File: config.mk
export PLATFORM = sky130hd
export DESIGN_NAME = pic_decode_seq
export DESIGN_NICKNAME = d
export VERILOG_FILES = /design/src/rtl/pic_decode_seq.sv
export SDC_FILE = /design/constraint.sdc
export NUM_CORES = 1
export LEC_CHECK = 0
export BUFFER_PORTS_ARGS = -buffer_cell sky130_fd_sc_hd__buf_2
export CAP_MARGIN = 20
export CORE_ASPECT_RATIO = 0.9
export CORE_MARGIN = 10
export CORE_UTILIZATION = 50
export CTS_CLUSTER_DIAMETER = 150
export CTS_CLUSTER_SIZE = 20
export DETAILED_ROUTE_END_ITERATION = 6
export PLACE_DENSITY = 0.85
export SLEW_MARGIN = 20
export SYNTH_ARGS = -nofsm -noshare
export SYNTH_HDL_FRONTEND = slang
export SYNTH_SLANG_ARGS = --single-unit
File: constraint.sdc
create_clock -name clk -period 2.7 [get_ports clk]
set_input_delay 0.135 -clock clk [delete_from_list [all_inputs] [get_ports clk]]
set_output_delay 0.135 -clock clk [all_outputs]
set_load 0.05 [all_outputs]
File: src/rtl/pic_decode_seq.sv
// Instruction decoder and Q1-Q4 phase sequencer for the 12-bit PIC baseline core.
// Latches each instruction, drives ALU controls and issues phase-aligned datapath strobes.
module pic_decode_seq (
  input  logic        clk,
  input  logic        rst,
  input  logic [11:0] instr,
  input  logic        alu_zero,
  output logic [1:0]  q_phase,
  output logic [3:0]  alu_op,
  output logic        alu_b_sel,
  output logic [7:0]  alu_lit,
  output logic [4:0]  file_addr,
  output logic        file_rd,
  output logic        file_we,
  output logic        w_we,
  output logic        z_we,
  output logic        c_we,
  output logic        pc_inc,
  output logic        pc_load,
  output logic [8:0]  pc_target,
  output logic        stack_push,
  output logic        stack_pop,
  output logic        flushing
);

  typedef enum logic [1:0] {Q1 = 2'd0, Q2 = 2'd1, Q3 = 2'd2, Q4 = 2'd3} phase_t;

  typedef enum logic [3:0] {
    OP_ADD = 4'd0, OP_SUB = 4'd1, OP_AND = 4'd2, OP_OR = 4'd3, OP_XOR = 4'd4,
    OP_COM = 4'd5, OP_ROR = 4'd6, OP_ROL = 4'd7, OP_SWAP = 4'd8,
    OP_BITCLR = 4'd9, OP_BITSET = 4'd10, OP_BTCLR = 4'd11, OP_BTSET = 4'd12,
    OP_PASSA = 4'd13, OP_PASSB = 4'd14
  } alu_op_t;

  phase_t      phase, phase_next;
  logic [11:0] ir;
  logic        flush;

  alu_op_t     op;
  logic        b_sel, dest, rd_f, we_f, we_w, upd_z, upd_c;
  logic        load, push, pop, skip_instr;
  logic [7:0]  lit;
  logic [8:0]  target;
  logic [7:0]  bit_lit;
  logic        live;

  assign bit_lit = {ir[7:5], 5'b0};

  always_ff @(posedge clk) begin
    if (rst) begin
      phase <= Q1;
      ir    <= 12'h000;
      flush <= 1'b0;
    end else begin
      phase <= phase_next;
      if (phase == Q1) ir <= instr;
      // A flushed slot can never start another flush, so back-to-back skips collapse.
      if (phase == Q4) flush <= !flush && (load || (skip_instr && alu_zero));
    end
  end

  always_comb begin
    phase_next = Q1;
    case (phase)
      Q1:      phase_next = Q2;
      Q2:      phase_next = Q3;
      Q3:      phase_next = Q4;
      Q4:      phase_next = Q1;
      default: phase_next = Q1;
    endcase
  end

  always_comb begin
    op = OP_PASSA; b_sel = 1'b0; lit = 8'h00; dest = 1'b0; rd_f = 1'b0;
    we_f = 1'b0; we_w = 1'b0; upd_z = 1'b0; upd_c = 1'b0;
    load = 1'b0; push = 1'b0; pop = 1'b0; skip_instr = 1'b0; target = 9'h000;
    casez (ir)
      12'b0000_001?_????: begin op = OP_PASSB; we_f = 1'b1; end
      12'b0000_01??_????: begin op = OP_AND; b_sel = 1'b1; dest = 1'b1; upd_z = 1'b1; end
      12'b0000_10??_????: begin op = OP_SUB; dest = 1'b1; rd_f = 1'b1; upd_z = 1'b1; upd_c = 1'b1; end
      12'b0000_11??_????: begin op = OP_SUB; b_sel = 1'b1; lit = 8'h01; dest = 1'b1; rd_f = 1'b1; upd_z = 1'b1; end
      12'b0001_00??_????: begin op = OP_OR;  dest = 1'b1; rd_f = 1'b1; upd_z = 1'b1; end
      12'b0001_01??_????: begin op = OP_AND; dest = 1'b1; rd_f = 1'b1; upd_z = 1'b1; end
      12'b0001_10??_????: begin op = OP_XOR; dest = 1'b1; rd_f = 1'b1; upd_z = 1'b1; end
      12'b0001_11??_????: begin op = OP_ADD; dest = 1'b1; rd_f = 1'b1; upd_z = 1'b1; upd_c = 1'b1; end
      12'b0010_00??_????: begin op = OP_PASSA; dest = 1'b1; rd_f = 1'b1; upd_z = 1'b1; end
      12'b0010_01??_????: begin op = OP_COM; dest = 1'b1; rd_f = 1'b1; upd_z = 1'b1; end
      12'b0010_10??_????: begin op = OP_ADD; b_sel = 1'b1; lit = 8'h01; dest = 1'b1; rd_f = 1'b1; upd_z = 1'b1; end
      12'b0010_11??_????: begin op = OP_SUB; b_sel = 1'b1; lit = 8'h01; dest = 1'b1; rd_f = 1'b1; skip_instr = 1'b1; end
      12'b0011_00??_????: begin op = OP_ROR; dest = 1'b1; rd_f = 1'b1; upd_c = 1'b1; end
      12'b0011_01??_????: begin op = OP_ROL; dest = 1'b1; rd_f = 1'b1; upd_c = 1'b1; end
      12'b0011_10??_????: begin op = OP_SWAP; dest = 1'b1; rd_f = 1'b1; end
      12'b0011_11??_????: begin op = OP_ADD; b_sel = 1'b1; lit = 8'h01; dest = 1'b1; rd_f = 1'b1; skip_instr = 1'b1; end
      12'b0100_????_????: begin op = OP_BITCLR; b_sel = 1'b1; lit = bit_lit; rd_f = 1'b1; we_f = 1'b1; end
      12'b0101_????_????: begin op = OP_BITSET; b_sel = 1'b1; lit = bit_lit; rd_f = 1'b1; we_f = 1'b1; end
      12'b0110_????_????: begin op = OP_BTCLR; b_sel = 1'b1; lit = bit_lit; rd_f = 1'b1; skip_instr = 1'b1; end
      12'b0111_????_????: begin op = OP_BTSET; b_sel = 1'b1; lit = bit_lit; rd_f = 1'b1; skip_instr = 1'b1; end
      // RETLW leaves pc_target at zero; the return stack supplies the address.
      12'b1000_????_????: begin op = OP_PASSB; b_sel = 1'b1; lit = ir[7:0]; we_w = 1'b1; load = 1'b1; pop = 1'b1; end
      12'b1001_????_????: begin load = 1'b1; push = 1'b1; target = {1'b0, ir[7:0]}; end
      12'b101?_????_????: begin load = 1'b1; target = ir[8:0]; end
      12'b1100_????_????: begin op = OP_PASSB; b_sel = 1'b1; lit = ir[7:0]; we_w = 1'b1; end
      12'b1101_????_????: begin op = OP_OR;  b_sel = 1'b1; lit = ir[7:0]; we_w = 1'b1; upd_z = 1'b1; end
      12'b1110_????_????: begin op = OP_AND; b_sel = 1'b1; lit = ir[7:0]; we_w = 1'b1; upd_z = 1'b1; end
      12'b1111_????_????: begin op = OP_XOR; b_sel = 1'b1; lit = ir[7:0]; we_w = 1'b1; upd_z = 1'b1; end
      default: ;
    endcase
    if (dest) begin
      we_f = ir[5];
      we_w = !ir[5];
    end
  end

  // Q4 side effects are suppressed while the slot is flushed; the PC still advances.
  assign live       = (phase == Q4) && !flush;
  assign file_rd    = (phase == Q2) && rd_f;
  assign file_we    = live && we_f;
  assign w_we       = live && we_w;
  assign z_we       = live && upd_z;
  assign c_we       = live && upd_c;
  assign pc_load    = live && load;
  assign pc_inc     = (phase == Q4) && !pc_load;
  assign stack_push = live && push;
  assign stack_pop  = live && pop;
  assign pc_target  = target;
  assign q_phase    = phase;
  assign alu_op     = op;
  assign alu_b_sel  = b_sel;
  assign alu_lit    = lit;
  assign file_addr  = ir[4:0];
  assign flushing   = flush;

endmodule

==> results of run 1 <==
## cell usage after synthesis (all sizes together)
master,instances
clkbuf,1
o21bai,1
a211o,2
buf,15
nor4,3
nor4bb,1
clkinv,1
o221a,1
ha,5
o21ai,4
o2111a,1
and2,11
xor2,1
nor3,4
mux2i,12
a32o,1
or2,1
nand2,9
a211oi,2
nand2b,2
and3,1
maj3,1
o221ai,2
nor4b,1
dfxtp,15
o311a,1
nor2b,7
inv,5
o21a,1
nand3,2
a21boi,1
nor2,24
o211ai,1
o22ai,1
o31ai,2
a21oi,10
## final timing paths
path	startpoint	end	slack, ps
setup / recovery	ir[11]$_SDFFE_PP0N_	pc_target[6]	520
hold / removal	instr[11]	ir[11]$_SDFFE_PP0N_	80
setup reg to reg	q_phase[0]$_SDFF_PP0_	ir[5]$_SDFFE_PP0N_	1160
hold reg to reg	ir[2]$_SDFFE_PP0N_	ir[2]$_SDFFE_PP0N_	550
## critical path: stages, from the launching register on
cell and delay [ps]:
dfxtp_1 660, nand2b_1 280, nor2_1 360, and2_1 180, buf_2 270
## per-layer routing
| metal | part of all wire | global-route usage |
|---|---|---|
| met4 | 0.024 | 0.05797 |
| met5 | 0 | 0 |
| met2 | 0.43 | 0.2247 |
| met3 | 0.13 | 0.06456 |
| met1 | 0.42 | 0.1615 |
## flip-flops by register name, summed over array words and instances (netlist names)
| name | cells |
|---|---|
| q_phase | 2 |
| ir | 12 |
| flushing | 1 |
## layout make-up
cell class | instances | area [um^2]
Timing Repair Buffer | 53 | 265.3
Clock inverter | 1 | 5.005
Multi-Input combinational cell | 116 | 758.2
Tap cell | 27 | 33.78
Sequential cell | 15 | 300.3
Clock buffer | 3 | 22.52
Fill cell | 198 | 814.5
Inverter | 6 | 22.52
## metrics by stage
step | utilization | instance area, um^2
after floorplan | - | 1180
after global placement | 0.6211 | 1380
after detailed placement | 0.6211 | 1380
after CTS | 0.6334 | 1408
after global routing | 0.6334 | 1408
final | 0.6334 | 1408
## kinds of logic after synthesis
| kind of cell | after synthesis | synth area share |
|---|---|---|
| compound gates | 31 | 0.1845 |
| fa+ha+maj | 6 | 0.06257 |
| flops | 15 | 0.2545 |
| xor+xnor | 1 | 0.007424 |
| simple gates | 66 | 0.2863 |
| buf+inv | 22 | 0.1029 |
| mux | 12 | 0.1018 |
## report_power, final
group / internal [mW] / switching, mW
Sequential: 0.265 / 0.104
Clock: 0.0551 / 0.0737
Combinational: 0.244 / 0.552
Total: 0.564 / 0.730
==> reports/results.ini, run 1 <==
[run_status]
status = finished clean

[cts]
cts.sinks = 15
cts-buffers-inserted = 3
clock-root-buffer = clkbuf_4
post-cts-setup-buffers = 0
cts.repair.resized = 0
cts_buffer_depth = 2
htreeDepth = 1
cts_hold_buf = 0
cts_tree = yes
clk_pin_slew_ps = 90
clkLatencyLatePin_ps = 290

[sta]
clock.fmax_ghz = 0.4582
rsz0062_at_grt = false
period_minus_slack_ps = 2183
slew_violations = 0
hold-worst-slack_ps = 84.12
final.setup.tns_ps = 0
fin_crit_sh = 0.8084
finalWorstSetupSlack_ps = 517.4
setup_viol = 0
fin_skew_ps = 2.531
relSlewSlack = 0.5172
final-hold-violation-count = 0
worst_pin_slew_ps = 724.2

[route]
drt_iter0_markers = 146
routed_wirelength_um = 3487
via_per_inst = 5.729
drc_errors = 0
firstDrtPassIters = 4
via_count = 1266
ant_nets = 0
wl_per_cell_um = 15.78

[synth]
ys_ff_latch = 15
synth_area_leaders = dfxtp_1 (25%), mux2i_1 (10%), nor2_1 (7.6%)
synth_cell_types = 42
syn_inst = 153
seq_area_frac_synth = 0.2545
yosys_warnings = 0
synth_area_mm2 = 0.001180
yosysTopAreaCell = dfxtp_1
avgSynthCellArea_um2 = 7.712
syn_nets = 173
synth_top_area_share = 0.2545

[place]
routabilityCongestion = 0.8384
dp_slack_ps = 875.7
hpwl_um = 2697
io_buffers = 53
dp_cells = 217

[power_and_ir_drop]
p_leak_nw = 0.7351
ir_worst_vdd_mv = 0.6085
power.density_mw_per_mm2 = 919.6
finalPower_mw = 1.294

[die]
fp.dieW_um = 71.21
start_util = 0.5310
core_mm2 = 0.002222
num_rows = 16
die_area_mm2 = 0.004706
ioPinCount = 54
die_h_um = 66.09

[setup_path]
critPathArrivalTime_ps = 2050
cp-start-kind = flop
worstSetupEndpointType = output pin
cp_max_fo = 17
reg2reg_depth = 4
critical_path_required_ps = 2570
crit_type = reg -> out

[grt]
grt_first_pass_wirelength_um = 5630
antenna_found_initial = 0
grt_max_degree = 19
grt.overflow.total = 0
grt_pass1_vias = 1273
grt_use_total = 0.1417

[layout]
drive_above_1_share = 0.3299
nNetsFinal = 215
fin_cells = 221
mostFrequentLayoutCell = buf_2
final_cell_mix = buf_2 (53), nor2_1 (24), dfxtp_1 (15)
antenna_cells = 0
synthToLayoutAreaGrowth_pct = 19.30

[min_path]
hp-class = in -> reg
hold_depth = 3

[flow_run]
maxCapViolCount = 0

No activity file was read; power rests on OpenSTA's default activity.
==> inputs of run 2 (changes only) <==
- CORE_UTILIZATION: 50 -> 42
- PLACE_DENSITY: 0.85 -> 0.76
- clock period: 2.7 -> 2 ns (I/O delays scaled with it)
==> reports/results.ini, run 2 (synthesis gave the netlist of run 1 again) <==
[cts]
clock-root-buffer = clkbuf_4
clk_pin_slew_ps = 100  ; about the same
cts-buffers-inserted = 3  ; unchanged
cts_buffer_depth = 2  ; unchanged
cts.sinks = 15  ; unchanged
cts_tree = yes
cts_hold_buf = 0  ; unchanged
clkLatencyLatePin_ps = 290  ; about the same
post-cts-setup-buffers = 0  ; unchanged
htreeDepth = 1  ; unchanged

[min_path]
hp-class = in -> reg
hold_start = instr[7]

[layout]
fin_cells = 239  ; +8.1%
synthToLayoutAreaGrowth_pct = 26.51
largest_reg_flops = 12  ; unchanged
drive_above_1_share = 0.3970  ; +0.06709
regMostFlops = ir
antenna_cells = 0  ; unchanged
nNetsFinal = 220  ; +2.3%
n_fill_cell = 280  ; +41%
mostFrequentLayoutCell = buf_2
final_cell_mix = buf_2 (52), nor2_1 (21), mux2i_1 (12)

[power_and_ir_drop]
ir_worst_vdd_mv = 0.6411  ; +5.4%
p_leak_nw = 0.7638  ; +3.9%
p_comb_frac = 0.635  ; +0.020
power.share.switching = 0.5567  ; -0.007438
power.density_mw_per_mm2 = 1207  ; +31%
seq_power_share = 0.267  ; -0.018
pwr-share-clk = 0.099  ; about the same
p_switching_mw = 1.003  ; +37%
internal_power_uw = 798.4  ; +42%

[die]
die_area_mm2 = 0.005332  ; +13%
core_mm2 = 0.002725  ; +23%
num_rows = 18  ; +2
ioPinCount = 54  ; unchanged
die_h_um = 70.28  ; +6.3%
fp.dieW_um = 75.87  ; +6.6%
start_util = 0.4330  ; -0.09800

[setup_path]
startpoint = ir[9]$_SDFFE_PP0N_
critical_path_required_ps = 1900  ; -670 ps
rr_startpoint = q_phase[0]$_SDFF_PP0_
cp-start-kind = flop
cp_max_fo = 8  ; -9
critPathArrivalTime_ps = 1800  ; -250 ps
worstSetupEndpointType = output pin
crit_type = reg -> out

[place]
dp_cells = 235  ; +8.3%
hpwl_um = 2744  ; +1.7%
routabilityCongestion = 0.8067  ; -3.8%
io_buffers = 53  ; unchanged
dp_slack_ps = 265.4  ; -610.3 ps

[sta]
setup_viol = 0  ; unchanged
fin_skew_ps = 8.063  ; +5.532 ps
finalWorstSetupSlack_ps = 99.46  ; -417.9 ps
relSlewSlack = 0.7440  ; +0.2268
period_minus_slack_ps = 1901
slew_violations = 0  ; unchanged
hold-worst-slack_ps = 38.54  ; -45.58 ps
rsz0062_at_grt = true
clock.fmax_ghz = 0.5262
worst_pin_slew_ps = 380.9  ; -343.4 ps
fin_crit_sh = 0.9503
final-hold-violation-count = 0  ; unchanged

[route]
firstDrtPassIters = 4  ; unchanged
drt_iter0_markers = 80  ; -45%
via_count = 1223  ; -3.4%
via_per_inst = 5.117  ; -11%
wl_per_cell_um = 14.54  ; -7.8%
routed_wirelength_um = 3475  ; -0.34%
drc_errors = 0  ; unchanged
ant_nets = 0  ; unchanged

[grt]
antenna_found_initial = 0  ; unchanged
grt_use_total = 0.1325  ; -0.009195
grt.overflow.total = 0  ; unchanged
grt_max_degree = 19  ; unchanged
grt_pass1_vias = 1215  ; -4.6%
grt_first_pass_wirelength_um = 5796  ; +2.9%

[flow_run]
maxCapViolCount = 0  ; unchanged

[run_status]
status = finished clean

## run 2: final cells by class
class | instances | area, um^2 | area share
clock inverters | 1 | 5.005 | 0.003353
multi-input cells | 116 | 782.0 | 0.5239
clock buffers | 3 | 22.52 | 0.01509
repair buffers | 58 | 305.3 | 0.2045
flip-flops and latches | 15 | 305.3 | 0.2045
well taps | 40 | 50.05 | 0.03353
inverters | 6 | 22.52 | 0.01509
## run 2: stage by stage
| stage | cell area, um^2 | util | TNS (ps) | total power, mW |
|---|---|---|---|---|
| floorplan | 1199 | - | -89.21 | 1.399 |
| global placement | 1453 | 0.5331 | 0 | 1.607 |
| detailed placement | 1453 | 0.5331 | 0 | 1.618 |
| CTS | 1483 | 0.5441 | 0 | 1.794 |
| global route | 1493 | 0.5478 | -1.173 | 1.927 |
| finish | 1493 | 0.5478 | 0 | 1.801 |
## run 2: worst paths after layout
path	endpoint	slack, ps	cells after the start
setup / recovery	alu_op[2]	100	6
hold / removal	ir[7]$_SDFFE_PP0N_	40	3
setup reg to reg	ir[3]$_SDFFE_PP0N_	510	5
hold reg to reg	ir[1]$_SDFFE_PP0N_	530	2
## run 2: critical path, cell delays in order (launching register included)
cell and delay (ps):
dfxtp_1 560, buf_4 230, nor2b_2 50, a21oi_1 140, o221a_1 190, o221ai_1 110
clkbuf_4 230
## run 2: timing repair
item	CTS	global route
setup endpoints to repair	10	17
hold endpoints to repair	0	0
gates resized for setup	2	5
## run 2: power by group through the flow
stage	sequential (mW)	clock, mW	combinational, mW
after CTS	0.474	0.179	1.14
after global routing	0.496	0.205	1.23
after detailed placement	0.479	0	1.14
final	0.480	0.178	1.14
after global placement	0.477	0	1.13
after floorplan	0.457	0	0.941
## run 2: metal layers
metal  track usage  vias to the layer above  wire [um]
met5             0                        -          0
met4       0.01237                        0          8
met3       0.05085                        4        345
met2        0.2179                       50       1650
met1        0.1624                      554       1471
li1              -                      615          -
==> inputs of run 3 (changes only) <==
- ABC_AREA: default -> 1
- CORE_UTILIZATION: 42 -> 43
==> reports/results.ini, run 3 <==
[die]
ioPinCount = 54  ; unchanged
fp.dieW_um = 77  ; +1.5%
die_h_um = 71.30  ; +1.5%
die_area_mm2 = 0.005490  ; +3.0%
core_mm2 = 0.002770  ; +1.7%
num_rows = 18  ; unchanged
start_util = 0.4539  ; +0.02096

[flow_run]
maxCapViolCount = 0  ; unchanged

[cts]
clk_pin_slew_ps = 100  ; about the same
post-cts-setup-buffers = 0  ; unchanged
cts-buffers-inserted = 3  ; unchanged
clkLatencyLatePin_ps = 280  ; about the same
htreeDepth = 1  ; unchanged
cts.sinks = 15  ; unchanged
cts_tree = yes
clock-root-buffer = clkbuf_4
cts_buffer_depth = 2  ; unchanged

[synth]
yosysTopAreaCell = dfxtp_1
synth_top_area_share = 0.2388  ; -0.01570
synth_cell_types = 27  ; -36%
syn_inst = 202  ; +32%
yosys_warnings = 0  ; unchanged
synth_compound_area_frac = 0.1423  ; -0.04223
synth_top_family_by_area = simple AND/OR/NAND/NOR gates
synth-edff-count = 0  ; unchanged
synth_top_flop_cell = dfxtp_1
async_reset_ff_frac = 0  ; unchanged
synth_fa_ha_area_frac = 0.04975  ; -0.01282
synth_common_cells = nor2_1 (47), nand2_1 (34), inv_1 (20)
muxShareOfSynthArea = 0  ; -0.1018
synthSimpleGateAreaFrac = 0.4378  ; +0.1515
seq_area_frac_synth = 0.2388  ; -0.01570
ys_ff_latch = 15  ; unchanged
synth_area_leaders = dfxtp_1 (24%), nor2_1 (14%), nand2_1 (10%)
syn_nets = 222  ; +28%
avgSynthCellArea_um2 = 6.225  ; -19%
synth_xor_area_frac = 0  ; -0.007423
synth_area_mm2 = 0.001257  ; +6.6%
synth_most_common_cell = nor2_1

[layout]
mostFrequentLayoutCell = buf_2
drive_above_1_share = 0.3810  ; -0.01603
regMostFlops = ir
final_cell_mix = buf_2 (49), nor2_1 (45), nand2_1 (34)
final_core_util = 0.5723  ; +0.02452
synthToLayoutAreaGrowth_pct = 26.07
antenna_cells = 0  ; unchanged
fin_cells = 292  ; +22%
largest_reg_flops = 12  ; unchanged
final_area_mm2 = 0.001585  ; +6.2%
nNetsFinal = 273  ; +24%

[run_status]
status = finished clean

[route]
ant_nets = 0  ; unchanged
via_per_inst = 5.000  ; -2.3%
via_count = 1460  ; +19%
drt_iter0_markers = 106  ; +33%
drc_errors = 0  ; unchanged
routed_wirelength_um = 3822  ; +10%
wl_per_cell_um = 13.09  ; -10%
firstDrtPassIters = 4  ; unchanged

[sta]
fin_crit_sh = 0.9444  ; -0.005864
slew_violations = 0  ; unchanged
final-hold-violation-count = 0  ; unchanged
setup_viol = 0  ; unchanged
period_minus_slack_ps = 1889  ; -11.73 ps
relSlewSlack = 0.8016  ; +0.05760
final.setup.tns_ps = 0  ; unchanged
fin_skew_ps = 11.53  ; +3.470 ps
rsz0062_at_grt = false
worst_pin_slew_ps = 294.9  ; -85.95 ps
clock.fmax_ghz = 0.5294  ; +0.62%

[grt]
grt_pass1_vias = 1438  ; +18%
antenna_found_initial = 0  ; unchanged
grt_use_total = 0.1373  ; +0.004785
grt_max_degree = 22  ; +3
grt.overflow.total = 0  ; unchanged
grt_first_pass_wirelength_um = 6513  ; +12%

[setup_path]
reg2reg_depth = 6  ; +1
critPathArrivalTime_ps = 1790  ; about the same
cp-start-kind = flop
cp_max_fo = 9  ; +1
worstSetupEndpointType = output pin
critical_path_required_ps = 1900  ; about the same
crit_type = reg -> out

[power_and_ir_drop]
power.density_mw_per_mm2 = 1549  ; +28%
p_leak_nw = 0.8664  ; +13%
p_comb_frac = 0.728  ; +0.093
pwr-share-clk = 0.070  ; -0.029
p_switching_mw = 1.550  ; +55%
internal_power_uw = 905.9  ; +13%
ir_worst_vdd_mv = 0.6926  ; +8.0%
power.share.switching = 0.6312  ; +0.07451
seq_power_share = 0.201  ; -0.066

[place]
dp_cells = 288  ; +23%
io_buffers = 53  ; unchanged
place_area_mm2 = 0.001531  ; +5.4%
routabilityCongestion = 0.9295  ; +15%
hpwl_um = 3172  ; +16%

[min_path]
hold_depth = 3  ; unchanged
hp-class = in -> reg

[run 3: cell count changes after synthesis, moves of 5 or more]
cell | previous run | this run
inv_1 | 2 | 20
nor2b_1 | 6 | 0
a21oi_1 | 9 | 4
buf_2 | 7 | 0
nor2_1 | 24 | 47
mux2i_1 | 12 | 0
inv_2 | 3 | 9
and2_1 | 11 | 0
nand2_1 | 9 | 34
nor2_2 | 0 | 10
nand3_1 | 2 | 8
a211oi_1 | 2 | 12
[run 3: area by class of cell]
| type | count | area [um^2] |
|---|---|---|
| clock buffer | 3 | 22.52 |
| clock inverter | 1 | 5.005 |
| fill | 291 | 1185 |
| inverter | 29 | 108.9 |
| multi-input combinational | 149 | 802.0 |
| sequential | 15 | 306.5 |
| tap | 40 | 50.05 |
| timing repair buffer | 55 | 290.3 |
[run 3: worst max-delay path: stages, from the launching register on]
cell	delay, ps
dfxtp_2	400
inv_1	120
nand2_1	90
nor2_2	210
nand2_1	110
and3_1	180
a21oi_1	150
clkbuf_4	250
[run 3: logic make-up (layout without fill, tap and decap cells)]
| logic type | Yosys count | after routing |
|---|---|---|
| AND/OR/NAND/NOR | 117 | 117 |
| buffers and inverters | 38 | 88 |
| AO/OA/AOI/OAI | 27 | 27 |
| flip-flops | 15 | 15 |
| adder cells (fa/ha/maj) | 5 | 5 |
[run 3: layer usage]
metal | global-route usage | vias up | part of all wire
li1 | - | 748 | -
met1 | 0.1619 | 643 | 0.43
met2 | 0.2114 | 63 | 0.45
met3 | 0.06484 | 6 | 0.11
met4 | 0.05466 | 0 | 0.014
met5 | 0 | - | 0
[run 3: final timing paths]
path	slack, ps	end	from
max	110	z_we	ir[9]$_SDFFE_PP0N_
min	80	ir[9]$_SDFFE_PP0N_	instr[9]
max reg2reg	630	ir[2]$_SDFFE_PP0N_	q_phase[0]$_SDFF_PP0_
min reg2reg	510	ir[3]$_SDFFE_PP0N_	ir[3]$_SDFFE_PP0N_
[run 3: per-stage QoR]
| step | hold WS, ps | total power [mW] | setup slack, ps |
|---|---|---|---|
| after floorplan | 178.5 | 1.910 | -93.13 |
| after global placement | 386.8 | 2.255 | 313.6 |
| after detailed placement | 388.1 | 2.258 | 298.3 |
| after CTS | 75.15 | 2.437 | 55.65 |
| after global routing | 70.78 | 2.642 | 3.040 |
| final | 79.41 | 2.456 | 111.2 |
[run 3: power by group through the flow]
stage	Clock [mW]	Combinational [mW]	Sequential, mW
after global routing	0.194	1.94	0.506
after floorplan	0	1.40	0.508
final	0.173	1.79	0.494
after detailed placement	0	1.77	0.490
after global placement	0	1.77	0.489
after CTS	0.178	1.77	0.487
[run 3: what timing repair did]
| action | in CTS | in global routing |
|---|---|---|
| resized for setup | 1 | 11 |
| hold buffers | 0 | 0 |
| pin swaps | 0 | 1 |
| setup endpoints to repair | 3 | 15 |
